`src/rtl/mem_arbiter_if.sv`:
```
// Read/write/addr/data/ready handshake bundle shared by the CPU data port,
// the second requester and the shared data-side bus.
interface mem_arbiter_if #(
  parameter int AW = 32,
  parameter int DW = 32
);
  logic          read;
  logic          write;
  logic [AW-1:0] addr;
  logic [DW-1:0] wdata;
  logic [DW-1:0] rdata;
  logic          ready;

  // master issues the request; slave answers with rdata/ready
  modport master (output read, write, addr, wdata, input  rdata, ready);
  modport slave  (input  read, write, addr, wdata, output rdata, ready);
endinterface

```
`src/rtl/mem_arbiter.sv`:
```
// Two-master round-robin arbiter for the shared data-side bus (IDLE/BUSY/DONE).
// Define ARB_TIMEOUT_EN to add the BUSY watchdog and the sticky bus_err flag.
module mem_arbiter #(
  parameter int AW      = 32,
  parameter int DW      = 32,
  parameter int TIMEOUT = 16
) (
  input  logic               clk,
  input  logic               rst,
  mem_arbiter_if.slave       m0,
  mem_arbiter_if.slave       m1,
  mem_arbiter_if.master      s,
  output logic [1:0]         grant,
  output logic               bus_err
);

  localparam logic [1:0] S_IDLE = 2'd0;
  localparam logic [1:0] S_BUSY = 2'd1;
  localparam logic [1:0] S_DONE = 2'd2;

  if (TIMEOUT < 1) begin : g_bad_timeout
    $error("mem_arbiter: TIMEOUT must be at least 1");
  end

  logic [1:0]    r_state;
  logic          r_rr;      // 1: m1 wins the next tie
  logic          r_owner;   // 0: m0, 1: m1
  logic [1:0]    r_grant;
  logic          r_s_read;
  logic          r_s_write;
  logic [AW-1:0] r_s_addr;
  logic [DW-1:0] r_s_wdata;
  logic [DW-1:0] r_m0_rdata;
  logic [DW-1:0] r_m1_rdata;
  logic          r_m0_ready;
  logic          r_m1_ready;

  logic          w_req0;
  logic          w_req1;
  logic          w_pick1;
  logic          w_wr;
  logic          w_rd;
  logic          w_timeout;
  logic          w_complete;
  logic [DW-1:0] w_rdata_in;

  assign w_req0     = m0.read | m0.write;
  assign w_req1     = m1.read | m1.write;
  assign w_pick1    = w_req1 & (~w_req0 | r_rr);
  assign w_wr       = w_pick1 ? m1.write : m0.write;
  assign w_rd       = w_pick1 ? m1.read  : m0.read;
  assign w_complete = (r_state == S_BUSY) & (s.ready | w_timeout);

`ifdef ARB_TIMEOUT_EN
  localparam int            CW       = (TIMEOUT > 1) ? $clog2(TIMEOUT) : 1;
  localparam logic [CW-1:0] CNT_LAST = CW'(TIMEOUT - 1);
  localparam logic [DW-1:0] ERR_DATA = DW'(32'hDEADBEEF);

  logic [CW-1:0] r_cnt;
  logic          r_bus_err;

  always_ff @(posedge clk or posedge rst) begin
    if (rst) begin
      r_cnt     <= '0;
      r_bus_err <= 1'b0;
    end else begin
      if (r_state == S_BUSY) r_cnt <= r_cnt + 1'b1;
      else                   r_cnt <= '0;
      // a real s_ready on the timeout edge wins, so no error is flagged
      if (w_complete && !s.ready) r_bus_err <= 1'b1;
    end
  end

  assign w_timeout  = (r_cnt == CNT_LAST);
  assign w_rdata_in = s.ready ? s.rdata : ERR_DATA;
  assign bus_err    = r_bus_err;
`else
  assign w_timeout  = 1'b0;
  assign w_rdata_in = s.rdata;
  assign bus_err    = 1'b0;
`endif

  // NOTE: the async reset clears the strobes the instant rst rises, which is
  // what aborts an in-flight transaction without a ready pulse.
  always_ff @(posedge clk or posedge rst) begin
    if (rst) begin
      r_state    <= S_IDLE;
      r_rr       <= 1'b0;
      r_owner    <= 1'b0;
      r_grant    <= 2'b00;
      r_s_read   <= 1'b0;
      r_s_write  <= 1'b0;
      r_s_addr   <= '0;
      r_s_wdata  <= '0;
      r_m0_rdata <= '0;
      r_m1_rdata <= '0;
      r_m0_ready <= 1'b0;
      r_m1_ready <= 1'b0;
    end else begin
      case (r_state)
        S_IDLE: begin
          if (w_req0 || w_req1) begin
            r_owner   <= w_pick1;
            r_grant   <= w_pick1 ? 2'b10 : 2'b01;
            r_s_addr  <= w_pick1 ? m1.addr  : m0.addr;
            r_s_wdata <= w_pick1 ? m1.wdata : m0.wdata;
            r_s_write <= w_wr;
            r_s_read  <= w_rd & ~w_wr;
            r_state   <= S_BUSY;
          end
        end
        S_BUSY: begin
          if (w_complete) begin
            r_s_read  <= 1'b0;
            r_s_write <= 1'b0;
            if (r_s_read) begin
              if (r_owner) r_m1_rdata <= w_rdata_in;
              else         r_m0_rdata <= w_rdata_in;
            end
            if (r_owner) r_m1_ready <= 1'b1;
            else         r_m0_ready <= 1'b1;
            r_rr    <= ~r_owner;
            r_state <= S_DONE;
          end
        end
        S_DONE: begin
          r_m0_ready <= 1'b0;
          r_m1_ready <= 1'b0;
          r_grant    <= 2'b00;
          r_state    <= S_IDLE;
        end
        default: r_state <= S_IDLE;
      endcase
    end
  end

  assign s.read   = r_s_read;
  assign s.write  = r_s_write;
  assign s.addr   = r_s_addr;
  assign s.wdata  = r_s_wdata;
  assign m0.rdata = r_m0_rdata;
  assign m0.ready = r_m0_ready;
  assign m1.rdata = r_m1_rdata;
  assign m1.ready = r_m1_ready;
  assign grant    = r_grant;

endmodule

```
`src/flat_wrapper.sv`:
```
// flat-port wrapper written by rule: the top's interface ports become plain ports
module mem_arbiter_flat 
#(
  parameter int AW      = 32,
  parameter int DW      = 32,
  parameter int TIMEOUT = 16
)
  (clk, rst, grant, bus_err, m0_read, m0_write, m0_addr, m0_wdata, m0_rdata, m0_ready, m1_read, m1_write, m1_addr, m1_wdata, m1_rdata, m1_ready, s_read, s_write, s_addr, s_wdata, s_rdata, s_ready);
  mem_arbiter_if #(.AW(AW), .DW(DW)) m0_i ();
  mem_arbiter_if #(.AW(AW), .DW(DW)) m1_i ();
  mem_arbiter_if #(.AW(AW), .DW(DW)) s_i ();
  input  logic clk;
  input  logic rst;
  output logic [1:0] grant;
  output logic bus_err;
  input wire logic [$bits(m0_i.read)-1:0] m0_read;
  input wire logic [$bits(m0_i.write)-1:0] m0_write;
  input wire logic [$bits(m0_i.addr)-1:0] m0_addr;
  input wire logic [$bits(m0_i.wdata)-1:0] m0_wdata;
  output wire logic [$bits(m0_i.rdata)-1:0] m0_rdata;
  output wire logic [$bits(m0_i.ready)-1:0] m0_ready;
  input wire logic [$bits(m1_i.read)-1:0] m1_read;
  input wire logic [$bits(m1_i.write)-1:0] m1_write;
  input wire logic [$bits(m1_i.addr)-1:0] m1_addr;
  input wire logic [$bits(m1_i.wdata)-1:0] m1_wdata;
  output wire logic [$bits(m1_i.rdata)-1:0] m1_rdata;
  output wire logic [$bits(m1_i.ready)-1:0] m1_ready;
  output wire logic [$bits(s_i.read)-1:0] s_read;
  output wire logic [$bits(s_i.write)-1:0] s_write;
  output wire logic [$bits(s_i.addr)-1:0] s_addr;
  output wire logic [$bits(s_i.wdata)-1:0] s_wdata;
  input wire logic [$bits(s_i.rdata)-1:0] s_rdata;
  input wire logic [$bits(s_i.ready)-1:0] s_ready;
  assign m0_i.read = m0_read;
  assign m0_i.write = m0_write;
  assign m0_i.addr = m0_addr;
  assign m0_i.wdata = m0_wdata;
  assign m0_rdata = m0_i.rdata;
  assign m0_ready = m0_i.ready;
  assign m1_i.read = m1_read;
  assign m1_i.write = m1_write;
  assign m1_i.addr = m1_addr;
  assign m1_i.wdata = m1_wdata;
  assign m1_rdata = m1_i.rdata;
  assign m1_ready = m1_i.ready;
  assign s_read = s_i.read;
  assign s_write = s_i.write;
  assign s_addr = s_i.addr;
  assign s_wdata = s_i.wdata;
  assign s_i.rdata = s_rdata;
  assign s_i.ready = s_ready;
  mem_arbiter #(.AW(AW), .DW(DW), .TIMEOUT(TIMEOUT)) u_core (.clk(clk), .rst(rst), .m0(m0_i), .m1(m1_i), .s(s_i), .grant(grant), .bus_err(bus_err));
endmodule
```
`config.mk`:
```
export PLATFORM = sky130hd
export DESIGN_NAME = mem_arbiter_flat
export DESIGN_NICKNAME = d
export VERILOG_FILES = /design/src/rtl/mem_arbiter_if.sv /design/src/rtl/mem_arbiter.sv /design/src/flat_wrapper.sv
export SDC_FILE = /design/constraint.sdc
export NUM_CORES = 1
export LEC_CHECK = 0
export ABC_CLOCK_PERIOD_IN_PS = 4900
export CAP_MARGIN = 20
export CORE_MARGIN = 8
export CORE_UTILIZATION = 57
export CTS_CLUSTER_DIAMETER = 40
export DETAILED_ROUTE_END_ITERATION = 12
export DONT_BUFFER_PORTS = 1
export PLACE_DENSITY = 0.83
export SETUP_SLACK_MARGIN = 0.4
export SYNTH_ARGS = -nofsm -noshare
export SYNTH_HDL_FRONTEND = slang
export SYNTH_SLANG_ARGS = --single-unit
```
`constraint.sdc`:
```
create_clock -name clk -period 4.9 [get_ports clk]
set_clock_uncertainty 0.2 [all_clocks]
set_input_delay 1.225 -clock clk [delete_from_list [all_inputs] [get_ports clk]]
set_output_delay 1.225 -clock clk [all_outputs]
set_load 0.01 [all_outputs]
```
==> metrics.cfg, run 1 <==
[grt]
via_count_of_the_first_global_routing_pass = 3852
grt_first_pass_wirelength_um = 24800
initial_antenna_violation_count = 0
gr_ovfl_total = 0
grt_start_max_net_pins = 84
gr-usage-all-layers_pct = 23.3

[setup_path]
crit_path_end_kind = flip-flop
startpoint_type = flip-flop
cp_slowest_cell = sky130_fd_sc_hd__or3_2
worst-endpoint-required_ns = 5.09
cp_cell_sequence = inv_1 -> ha_1 -> nand2_2 -> or3_2 -> mux2_4
crit_path_max_incr_delay_ns = 0.86
worstPathArrival_ns = 2.75
critical_path.max_fanout = 32
reg2reg_from = u_core.r_state[1]
rrSetupSlack_ns = 2.34
worstSetupStartpoint = u_core.r_state[1]
crit-reg2reg-capture = u_core.m0.rdata[25]
cpLargestDelayFamily = simple AND/OR/NAND/NOR gates
critical_path.n_buffers_inverters = 1
reg2reg_depth = 5
critPathKind = flip-flop to flip-flop

[power_and_ir_drop]
share_clk_of_total_power_pct = 25.8
total_leakage_power_nw = 3.10
combPwrFrac_pct = 27.0
power_frac_seq_pct = 47.1
max-vdd-ir-drop_v = 0.000538
p_sw_mw = 1.73
internal-power_mw = 3.24
power-per-cell-area_nw_per_um2 = 754
switching_share_pct = 34.8

[clock_network]
post-cts-setup-buffer-count = 0
cts-hold-fix-buffers = 0
clk_pin_slew_worst_paths_ns = 0.06
numClockSinks = 138
clk_root_buffer_cell = sky130_fd_sc_hd__clkbuf_8
cts-htree-levels = 4
clock_tree_from_tritoncts = built
worst_skew_pair.late_latency_ns = 0.52
tritoncts_buffers = 17
total_of_cells_resized_after_clock_tree_synthesis = 0
clock_tree.buffer_depth = 2

[synthesis]
yosysWarnings = 0
yosys_register_bits = 138
syn-cell-area_um2 = 5910
synth_enable_flop_cells = 0
postSynthAreaPerCell_um2 = 14.2
ys_types = 38
syn_nets = 587
yosysSeqAreaShare_pct = 58.4
synth_async_sr_flop_share_pct = 100
ys_dominant_reg_cell = sky130_fd_sc_hd__dfrtp_1
synthesis.instances = 416

[route]
vias_per_cell = 6.49
drc = 0
routed_wire_length_um = 16400
vias = 3636
firstDrtPassIters = 4
final_antenna_net_count = 0
post_drt_wl_per_cell_um = 29.3
first_iter_violations = 378

[cells_and_area]
final.fill_count = 699
area_growth_syn_to_fin_pct = 11.5
num_antenna_cells = 0
post_route_cells_drive_above_1_share_pct = 24.8
post_layout_net_count = 582

[worst_hold_path]
min_to = u_core.r_state[1]
min_path_cells = 1
holdCritPathClass = flip-flop to flip-flop
worst_hold_startpoint = u_core.r_state[1]

[sta]
final-setup-viol-count = 0
final_period_minus_worst_setup_slack_ns = 2.56
maxSlewViolCount = 0
tightestPinTransition_ns = 1.02
rsz0062_at_grt = false
final_hold_viol_count = 0
timing.max_slew.rel_slack_pct = 31.7
period_share_pct = 52.3
fmax_mhz = 391
worst_hold_slack_ns = 0.329
setup_total_negative_slack_ns = 0

[floorplanning]
top_level_ports = 302
placement_rows = 37
fp.dieArea_um2 = 13900
start_util_pct = 58.0
chipWidth_um = 118
die_height_um = 118
core_region_area_um2 = 10200

[status]
status = finished, final reports clean

[flow_run]
drv_cap = 0

[placed_design]
post-dp-hpwl_um = 12400
port_buffers = 0
place_congestion = 0.826

worst register-to-register path, stage by stage (launching register included):
cell and delay (ns):
sky130_fd_sc_hd__dfrtp_1 0.39, sky130_fd_sc_hd__inv_1 0.11, sky130_fd_sc_hd__ha_1 0.31, sky130_fd_sc_hd__nand2_2 0.08
sky130_fd_sc_hd__or3_2 0.86, sky130_fd_sc_hd__mux2_4 0.48
cells in the final DEF (no fill, tap or decap), types with 2 or more instances in the layout:
master and count:
sky130_fd_sc_hd__nand3_1 2, sky130_fd_sc_hd__and2_1 64, sky130_fd_sc_hd__dfrtp_1 138, sky130_fd_sc_hd__mux2_4 30, sky130_fd_sc_hd__clkinvlp_4 4, sky130_fd_sc_hd__inv_1 7
sky130_fd_sc_hd__a221o_1 64, sky130_fd_sc_hd__a21oi_1 5, sky130_fd_sc_hd__o21ai_0 5, sky130_fd_sc_hd__nand2b_1 2, sky130_fd_sc_hd__a21boi_0 2, sky130_fd_sc_hd__mux2_2 34
sky130_fd_sc_hd__nor2_1 2, sky130_fd_sc_hd__buf_4 2, sky130_fd_sc_hd__and2_2 2, sky130_fd_sc_hd__ha_1 4, sky130_fd_sc_hd__bufinv_16 4, sky130_fd_sc_hd__clkbuf_16 16
sky130_fd_sc_hd__o21a_1 3, sky130_fd_sc_hd__nor2b_1 3, sky130_fd_sc_hd__clkbuf_1 4, sky130_fd_sc_hd__buf_12 4, sky130_fd_sc_hd__clkinv_2 2
per-stage QoR:
stage               area (um^2)  instances  total power, mW  setup WS (ns)  utilization, %
floorplan                  5910        416             3.29           1.75               -
global placement           5930        525             3.56           1.99            58.2
detailed placement         5950        526             3.66           1.89            58.4
CTS                        6550        558             4.97           2.16            64.3
global route               6590        560             5.23           2.22            64.7
finish                     6590        560             4.97           2.34            64.7
layout make-up:
class                   instances  area (um^2)  area share, %
clock inverters                11          170           2.58
flip-flops and latches        138         3450           52.4
multi-input cells             240         2230           33.9
repair buffers                  6         95.1           1.44
well taps                     136          170           2.58
clock buffers                  21          429           6.52
inverters                       8         33.8          0.513
metal layers:
metal,wire [um],track usage [%],vias up
li1,-,-,1530
met1,6100,25.9,1845
met2,8120,37.9,246
met3,1960,12.5,15
met4,201,6.97,0
met5,0,0,-
registers in the layout (all words and copies together), names as in the netlist:
| register | flops |
|---|---|
| u_core.s.wdata | 32 |
| u_core.m0.ready | 1 |
| u_core.r_owner | 1 |
| u_core.grant | 2 |
| u_core.r_state | 2 |
| u_core.m0.rdata | 32 |
| u_core.s.write | 1 |
| u_core.s.read | 1 |
| u_core.m1.ready | 1 |
| u_core.s.addr | 32 |
| u_core.m1.rdata | 32 |
| u_core.r_rr | 1 |
power by group through the flow:
stage	clock [mW]	sequential (mW)	combinational, mW
floorplan	0	2.13	1.16
global placement	0	2.34	1.22
detailed placement	0	2.35	1.31
CTS	1.31	2.35	1.32
global route	1.36	2.39	1.47
finish	1.28	2.34	1.34
cell families (layout without fill, tap and decap cells):
kind of cell               after synthesis  count (layout)  synth area share [%]
muxes                                   66              66                  14.5
other                                    1               1                0.0635
adders and majority gates                4               4                 0.847
DFF                                    138             138                  58.4
buffers and inverters                   38              46                  4.00
AOI/OAI and AO/OA                       88              88                  13.7
and+or+nand+nor                         81              81                  8.51
synth_stat cells, types with 2 or more instances:
cell type	number	area [um^2]
sky130_fd_sc_hd__o21a_1	3	22.5
sky130_fd_sc_hd__nand3_1	2	10.0
sky130_fd_sc_hd__and2_1	66	413
sky130_fd_sc_hd__nand2b_1	2	12.5
sky130_fd_sc_hd__ha_1	4	50.1
sky130_fd_sc_hd__nor2b_1	3	18.8
sky130_fd_sc_hd__a21boi_0	2	15.0
sky130_fd_sc_hd__mux2_2	34	383
sky130_fd_sc_hd__buf_2	15	75.1
sky130_fd_sc_hd__buf_12	3	60.1
sky130_fd_sc_hd__buf_4	5	37.5
sky130_fd_sc_hd__mux2_4	30	450
sky130_fd_sc_hd__a21oi_1	5	25.0
sky130_fd_sc_hd__dfrtp_1	138	3450
sky130_fd_sc_hd__o21ai_0	5	25.0
sky130_fd_sc_hd__nor2_1	2	7.51
sky130_fd_sc_hd__clkbuf_1	6	22.5
sky130_fd_sc_hd__a221o_1	64	641
sky130_fd_sc_hd__inv_1	8	30.0
how the worst max path moves through the flow:
stage / to / slack (ns) / cells past startpoint
2_1_floorplan: u_core.grant[0] / 1.75 / 1
6_report: u_core.m0.rdata[25] / 2.34 / 5
3_5_place_dp: u_core.s.wdata[25] / 1.89 / 3
3_3_place_gp: u_core.s.wdata[22] / 1.99 / 3
5_1_grt: u_core.m0.rdata[15] / 2.22 / 5
4_1_cts: u_core.s.wdata[25] / 2.16 / 5
Power figures use the tool's default switching activity.
==> inputs of run 2 (changes only) <==
- ABC_CLOCK_PERIOD_IN_PS: 4900 -> 2500
- CORE_AREA: unset -> 8 8 112 114
- CORE_MARGIN: 8 -> unset
- CORE_UTILIZATION: 57 -> unset
- DIE_AREA: unset -> 0 0 120 122
- PLACE_DENSITY: 0.83 -> 0.79
- clock period: 4.9 -> 2.5 ns (I/O delays scaled with it)
==> run 2 against run 1 <==
Against the previous run: setup slack worse by 1.8 ns; fmax is 28% higher; core utilization is 1.8 points lower; sequential power is 95% higher; global-route usage is 2.5 points lower; final area is 2.2% higher; via count is 1.6% lower; critical path depth is 1 higher; combinational power is 100% higher; clock-buffer cell count stayed put; critical endpoint is now u_core.s.wdata[25]; largest cell class unchanged.
==> metrics.cfg, run 2 (same netlist as run 1, synthesis figures left out) <==
[status]
status = finished, final reports clean

[clock_network]
clk_root_buffer_cell = sky130_fd_sc_hd__clkbuf_8
clock_tree.buffer_depth = 2  ; unchanged
worst_skew_pair.late_latency_ns = 0.51  ; about the same
clk_pin_slew_worst_paths_ns = 0.06  ; about the same
post-cts-setup-buffer-count = 0  ; unchanged
clock_tree_from_tritoncts = built
cts-htree-levels = 4  ; unchanged
numClockSinks = 138  ; unchanged
tritoncts_buffers = 17  ; unchanged

[floorplanning]
fp.dieArea_um2 = 14600  ; +5.5%
placement_rows = 38  ; +2.7%
core_region_area_um2 = 10700  ; +5.0%
start_util_pct = 55.2  ; -2.8 points
top_level_ports = 302  ; unchanged
chipWidth_um = 120  ; +1.9%
die_height_um = 122  ; +3.6%

[setup_path]
worstPathArrival_ns = 2.19  ; -0.56 ns
critical_path.n_buffers_inverters = 2  ; +1
cpLargestDelayFamily = compound AO/OA/AOI/OAI gates
crit_path_end_kind = flip-flop
cp_slowest_cell = sky130_fd_sc_hd__dfrtp_2
critical_path.max_fanout = 65  ; +100%
critPathKind = flip-flop to flip-flop
reg2reg_from = u_core.r_state[0]
crit_path_max_incr_delay_ns = 0.40  ; -0.46 ns
worst-endpoint-required_ns = 2.68  ; -2.41 ns
startpoint_type = flip-flop
worstSetupStartpoint = u_core.r_state[0]
cp_cell_sequence = inv_1 -> ha_4 -> o21a_1 -> and2_2 -> buf_12 -> a221o_1

[route]
final_antenna_net_count = 0  ; unchanged
vias = 3578  ; -1.6%
firstDrtPassIters = 4  ; unchanged
post_drt_wl_per_cell_um = 28.3  ; -3.4%
first_iter_violations = 232  ; -39%
drc = 0  ; unchanged
vias_per_cell = 6.29  ; -3.2%
routed_wire_length_um = 16100  ; -1.9%

[placed_design]
port_buffers = 0  ; unchanged
postPlaceCellArea_um2 = 6030  ; +1.3%
detailedPlace.worstSlack_ns = 0.281  ; -1.61 ns
place_congestion = 0.776  ; -6.1%
post-dp-hpwl_um = 11800  ; -4.5%

[cells_and_area]
final_area_um2 = 6730  ; +2.2%
final_cell_mix = sky130_fd_sc_hd__dfrtp_1, sky130_fd_sc_hd__and2_1, sky130_fd_sc_hd__a221o_1
mostFrequentLayoutCell = sky130_fd_sc_hd__dfrtp_1
final_core_utilization_pct = 62.9  ; -1.8 points
area_growth_syn_to_fin_pct = 13.9
post_route_cells_drive_above_1_share_pct = 27.3  ; +2.5 points
num_antenna_cells = 0  ; unchanged
post_layout_net_count = 587  ; +0.86%
final.fill_count = 769  ; +10%

[grt]
via_count_of_the_first_global_routing_pass = 3750  ; -2.6%
grt_first_pass_wirelength_um = 23300  ; -6.1%
gr_ovfl_total = 0  ; unchanged
grt_start_max_net_pins = 80  ; -4.8%
initial_antenna_violation_count = 0  ; unchanged
gr-usage-all-layers_pct = 20.8  ; -2.5 points

[worst_hold_path]
holdCritPathClass = input pin to flip-flop
worst_hold_startpoint = m0_addr[22]

[sta]
rsz0062_at_grt = false
final-setup-viol-count = 0  ; unchanged
maxSlewViolCount = 0  ; unchanged
period_share_pct = 80.3  ; +28 points
final_hold_viol_count = 0  ; unchanged
setup_total_negative_slack_ns = 0  ; unchanged
finalWorstSetupSlack_ns = 0.493  ; -1.85 ns
final_period_minus_worst_setup_slack_ns = 2.01  ; -0.554 ns
fmax_mhz = 498  ; +28%

[flow_run]
drv_cap = 0  ; unchanged

[power_and_ir_drop]
power-per-cell-area_nw_per_um2 = 1470  ; +95%
p_sw_mw = 3.40  ; +96%
power_frac_seq_pct = 46.0  ; -1.1 points
internal-power_mw = 6.51  ; +100%
design_power_total_mw = 9.91  ; +99%
share_clk_of_total_power_pct = 26.5  ; +0.7 points
combPwrFrac_pct = 27.5  ; +0.5 points
max-vdd-ir-drop_v = 0.000732  ; +36%
total_leakage_power_nw = 3.17  ; +2.3%
switching_share_pct = 34.3  ; -0.56 points

[run 2: changes by cell type in the layout (fill, tap and decap cells not counted), moves of 2 or more]
cell,delta
sky130_fd_sc_hd__clkbuf_8,+4
sky130_fd_sc_hd__clkinvlp_4,-2
sky130_fd_sc_hd__clkbuf_1,-4
sky130_fd_sc_hd__clkinv_2,+2
sky130_fd_sc_hd__ha_4,+2
sky130_fd_sc_hd__ha_1,-2
[run 2: final cells by class]
| type | instances | area (um^2) | area share (%) |
|---|---|---|---|
| timing repair buffer | 11 | 169 | 2.51 |
| clock buffer | 21 | 469 | 6.97 |
| sequential | 138 | 3450 | 51.3 |
| clock inverter | 11 | 165 | 2.45 |
| tap | 140 | 175 | 2.60 |
| inverter | 8 | 33.8 | 0.502 |
| multi-input combinational | 240 | 2260 | 33.6 |
[run 2: per-layer routing]
metal / part of all wire [%] / up-vias / track usage, %
met5: 0 / - / 0
met4: 1.4 / 0 / 8.04
met3: 13 / 19 / 10.6
met2: 50 / 233 / 34.2
met1: 35 / 1783 / 22.6
li1: - / 1543 / -
[run 2: worst reg2reg max path, stage by stage, from the launching register on]
cell	delay, ns
sky130_fd_sc_hd__dfrtp_2	0.40
sky130_fd_sc_hd__inv_1	0.10
sky130_fd_sc_hd__ha_4	0.21
sky130_fd_sc_hd__o21a_1	0.12
sky130_fd_sc_hd__and2_2	0.21
sky130_fd_sc_hd__buf_12	0.19
sky130_fd_sc_hd__a221o_1	0.45
[run 2: power by group through the flow]
stage          Sequential, mW  Combinational (mW)  Clock, mW
2_1_floorplan            4.18                2.27          0
3_3_place_gp             4.56                2.49          0
3_5_place_dp             4.59                2.66          0
4_1_cts                  4.58                2.70       2.66
5_1_grt                  4.68                2.98       2.77
6_report                 4.56                2.72       2.62
[run 2: path summary, 6_finish.rpt]
path	slack, ns	depth (start not counted)	endpoint
worst max-delay path	0.49	6	u_core.s.wdata[25]
worst min-delay path	0.05	1	u_core.s.addr[22]
min in group asynchronous	0.52	3	u_core.s.wdata[22]
worst min register to register	0.38	1	u_core.r_state[1]
max in group asynchronous	1.18	3	u_core.r_state[0]
worst max register to register	0.49	6	u_core.s.wdata[25]
[run 2: stage by stage]
stage,std cells,hold WS [ns]
floorplan,416,0.285
global placement,535,0.303
detailed placement,535,0.348
CTS,568,0.0250
global route,569,0.0252
finish,569,0.0544
[run 2: timing repair]
item,4_1_cts,5_1_grt
hold buffers,1,0
resized for setup,3,5
gates cloned,0,1
endpoints found under the setup margin,92,96
endpoints found under the hold margin,138,0
==> edit 1 (settings of run 1) <==
`DW` is set to 32 in 3 places; all go to 48.
--- a/src/rtl/mem_arbiter_if.sv
+++ b/src/rtl/mem_arbiter_if.sv
@@ -4,3 +4,3 @@
   parameter int AW = 32,
-  parameter int DW = 32
+  parameter int DW = 48
 );
--- a/src/rtl/mem_arbiter.sv
+++ b/src/rtl/mem_arbiter.sv
@@ -4,3 +4,3 @@
   parameter int AW      = 32,
-  parameter int DW      = 32,
+  parameter int DW      = 48,
   parameter int TIMEOUT = 16
--- a/src/flat_wrapper.sv
+++ b/src/flat_wrapper.sv
@@ -4,3 +4,3 @@
   parameter int AW      = 32,
-  parameter int DW      = 32,
+  parameter int DW      = 48,
   parameter int TIMEOUT = 16
Ports: changed (6 resized); port bits go from 302 to 398. The function was not compared with the original's and may differ.
==> edit 1 against run 1 <==
Area after synthesis rose by 37%; sequential cell count rose by 48; sequential power is 36% higher; final area increased by 33%; wire length rose by 46%; worst setup slack worse by 70 ps; non-clock buffer count is 5 higher; power is 29% higher.
==> edit 1: results (changes against run 1) <==
Logic synthesis
  • Synth top area cells: dfrtp_1, mux2_2, a2bb2oi_1 (was dfrtp_1, a221o_1, mux2_4)
  • Synth Area in Adders: 0.6190% (was 0.8471%)
  • Syn Nets: 861 (was 587)
  • Sequential fraction of the synthesis area: 57.57% (was 58.45%)
  • Synth cell count leaders: dfrtp_1, a31oi_1, a2bb2oi_1 (was dfrtp_1, and2_1, a221o_1)

Routing
  • Vias: 5648 (was 3636)
  • 1st-pass router iterations: 7 (was 4)
  • Final WL: 23950 µm (was 16390 µm)
  • Met3 Wirelength: 2870 µm (was 1962 µm)
  • DR WL met2: 12310 µm (was 8121 µm)
  • Initial DRC count: 481 (was 378)

Pwr
  • Final Power: 6.396 mW (was 4.968 mW)
  • Net load switching power: 2.463 mW (was 1.730 mW)
  • Sequential Power Share: 49.8% (was 47.1%)

Cells and area
  • Layout cells sized above 1: 23.87% (was 24.76%)
  • FFs & Latches: 186 (was 138)
  • P&R area growth vs syn: 8.047% (was 11.46%)
  • Total Nets Final: 826 (was 582)
  • Finished Layout Cells: 800 (was 560)
  • Fraction of area in multi-input gates: 35.99% (was 33.92%)

Clock tree
  • Worst-skew pair later-pin latency: 420 ps (was 520 ps)
  • Root Buffer: clkbuf_16 (was clkbuf_8)

Worst setup path
  • Crit path max fanout: 51 (was 32)
  • Max stage delay cell, worst path: nor2_4 (was or3_2)
  • CP arrival: 2760 ps (was 2750 ps)
  • CP peak stage delay: 730 ps (was 860 ps)

Placement
  • Dpl cells: 766 (was 526)
  • GPL Wtd Cong: 0.8321 (was 0.8258)

Status
  • Status: finished, final reports clean (unchanged)

GRT
  • Tot GR Track Use: 25.01% (was 23.29%)
  • M1 GR Usage: 27.48% (was 25.85%)
  • Met2 Usage GRT: 41.95% (was 37.91%)
  • First-pass GRT wire length: 35760 µm (was 24820 µm)
  • Largest net degree at the start of global routing: 104 (was 84)
## edit 1: path summary, 6_finish.rpt
path                                                from                         endpoint  slack [ps]
hold reg to reg            u_core.r_state[1]$_DFFE_PP0P_    u_core.r_state[1]$_DFFE_PP0P_         350
setup / recovery                                m1_write    u_core.s.addr[18]$_DFFE_PP0P_        2270
max in group asynchronous                            rst  u_core.m0.rdata[32]$_DFFE_PP0P_        3380
min in group asynchronous                            rst   u_core.s.wdata[43]$_DFFE_PP0P_         530
setup reg to reg           u_core.r_state[0]$_DFFE_PP0P_    u_core.s.wdata[1]$_DFFE_PP0P_        2450
hold / removal             u_core.r_state[1]$_DFFE_PP0P_    u_core.r_state[1]$_DFFE_PP0P_         350
## edit 1: logic make-up (layout without fill, tap and decap cells)
kind of cell	after synthesis	after routing
compound gates	262	262
fa+ha+maj	4	4
buf+inv	73	51
flops	186	186
mux	98	98
other cells	1	1
simple gates	18	18
==> edit 2 (flow settings as in run 1) <==
Made on the original files. Add a define of `ARB_TIMEOUT_EN`.
--- a/src/rtl/mem_arbiter.sv
+++ b/src/rtl/mem_arbiter.sv
@@ -2,2 +2,4 @@
 // Define ARB_TIMEOUT_EN to add the BUSY watchdog and the sticky bus_err flag.
+`define ARB_TIMEOUT_EN
+
 module mem_arbiter #(
Formal check against the unedited RTL: same outputs for any inputs over 4 cycles, from zero or initial values and one cycle with rst high; that may be too few to reach the edited logic, so the function may still have changed.
==> edit 2 against run 1 <==
Via count is 18% higher; critical path depth is 1 higher; power is 4.9% higher; area after synthesis is 0.34% lower; wire length is 6.0% higher; final area is 0.78% lower; sequential cell count is 5 higher; final cell count is 11% higher; worst setup slack worse by 170 ps; sequential power is 10% higher; largest power group unchanged.
==> edit 2: results (changes against run 1) <==
GRT
  • Vias in the first global route: 4369 (was 3852)
  • Tot GR Track Use: 24.92% (was 23.29%)
  • Largest net degree at the start of global routing: 94 (was 84)
  • Initial antenna violation count: 0 (unchanged)
  • First-pass GRT wire length: 27050 µm (was 24820 µm)

Pwr
  • P_int: 3.160 mW (was 3.238 mW)
  • Peak VDD IR: 437.6 µV (was 538.1 µV)
  • Leak: 3.083 nW (was 3.097 nW)

Clock tree
  • Post-CTS Setup Inserts: 0 (unchanged)
  • CTS buffer count: 17 (unchanged)
  • Root Buffer: clkbuf_8 (unchanged)
  • Post-CTS sizing: 0 (unchanged)
  • Worst-skew pair later-pin latency: 510 ps
  • Clk slew on worst S/H paths: 60 ps (about the same)
  • H-tree depth: 4 (unchanged)
  • Clock Path Buffers: 2 (unchanged)

Logic synthesis
  • Syn Nets: 656 (was 587)
  • Top_reg_cell synth: dfrtp_1 (unchanged)
  • Synth top area cells: dfrtp_1, a222oi_1, o22a_1 (was dfrtp_1, a221o_1, mux2_4)
  • Synth cell count leaders: dfrtp_1, inv_1, a222oi_1 (was dfrtp_1, and2_1, a221o_1)
  • Synthesized area per cell: 12.14 µm² (was 14.20 µm²)
  • Post-synth cell types: 40 (was 38)
  • Synth async-reset ratio: 100.0% (unchanged)
  • Sequential fraction of the synthesis area: 60.77% (was 58.45%)
  • Ys Warns: 0 (unchanged)

Routing
  • Vias: 4300 (was 3636)
  • Initial DRC count: 761 (was 378)
  • 1st-pass router iterations: 8 (was 4)
  • Final WL: 17380 µm (was 16390 µm)

Placement
  • GPL Wtd Cong: 0.8611 (was 0.8258)
  • HPWL after DPL: 12870 µm (was 12390 µm)
  • Dpl cells: 585 (was 526)
  • Port Buffers: 0 (unchanged)
  • Dpl ws: 1636 ps (was 1895 ps)

Worst setup path
  • Max stage delay cell, worst path: nor2_4 (was or3_2)
  • Crit path max fanout: 25 (was 32)
  • Cell family with most CP delay: simple AND/OR/NAND/NOR gates (unchanged)
  • CP peak stage delay: 550 ps (was 860 ps)

Status
  • Status: finished, final reports clean (unchanged)

Cells and area
  • Fill cells: 763 (was 699)
  • # diodes: 0 (unchanged)
  • Total Nets Final: 642 (was 582)
  • Layout cells sized above 1: 10.33% (was 24.76%)
  • Finished Layout Cells: 620 (was 560)

STA
  • Slew @ Worst Pin: 624.4 ps (was 1024 ps)

Hold path
  • Worst Hold Class: reg -> reg (unchanged)
==> edit 2: per-layer routing <==
| layer | share of wire [%] | track usage [%] | vias up |
|---|---|---|---|
| li1 | - | - | 1790 |
| met1 | 34 | 26.91 | 2183 |
| met2 | 51 | 41.44 | 297 |
| met3 | 13 | 11.37 | 30 |
| met4 | 2.6 | 10.81 | 0 |
| met5 | 0 | 0 | - |
==> edit 2: worst register-to-register path, stage by stage (launching register included) <==
cell and delay [ps]:
dfrtp_1 400, inv_1 90, ha_1 490, nand2_1 160, or2_2 540, nor2_4 560, o22a_1 250
==> edit 2: power by group through the flow <==
stage                     registers, mW  clock network, mW  logic, mW
after floorplan                    2.34                  0       1.20
after global placement             2.59                  0       1.24
after detailed placement           2.61                  0       1.32
after CTS                          2.60               1.28       1.33
after global routing               2.64               1.33       1.53
final                              2.58               1.26       1.37
==> edit 2: worst paths after layout <==
path | endpoint | slack [ps] | startpoint | cells past startpoint
hold reg to reg | u_core.r_cnt[0]$_DFF_PP0_ | 260 | u_core.r_cnt[0]$_DFF_PP0_ | 1
hold / removal | u_core.r_cnt[0]$_DFF_PP0_ | 260 | u_core.r_cnt[0]$_DFF_PP0_ | 1
setup reg to reg | u_core.m0.rdata[0]$_DFFE_PP0P_ | 2160 | u_core.r_state[1]$_DFFE_PP0P_ | 6
min in group asynchronous | u_core.s.read$_DFFE_PP0P_ | 310 | rst | 1
setup / recovery | u_core.m0.rdata[0]$_DFFE_PP0P_ | 2160 | u_core.r_state[1]$_DFFE_PP0P_ | 6
max in group asynchronous | u_core.s.addr[12]$_DFFE_PP0P_ | 3440 | rst | 2
==> edit 2: cells by family (layout without fill, tap and decap cells) <==
family,after synthesis,count (layout),synth area share [%]
adders and majority gates,4,4,0.8500
xor gates and xnor gates,2,2,0.2975
buffers and inverters,109,108,8.181
AOI/OAI and AO/OA,146,146,22.35
and+or+nand+nor,80,80,7.373
DFF,143,143,60.77
muxes,1,1,0.1700
==> edit 2: area by class of cell <==
cell class                 count  share of cell area [%]
clock buffer                  18                   6.549
clock inverter                14                   2.394
inverter                      69                   4.021
multi-input combinational    233                   28.09
sequential                   143                   54.77
tap                          136                   2.604
timing repair buffer           7                   1.570
==> edit 2: per-stage QoR <==
step | cell area (µm²) | hold WS (ps)
floorplan | 5892 | 231.7
global placement | 5889 | 247.8
detailed placement | 5889 | 254.5
CTS | 6474 | 264.5
global route | 6534 | 284.6
finish | 6534 | 263.0
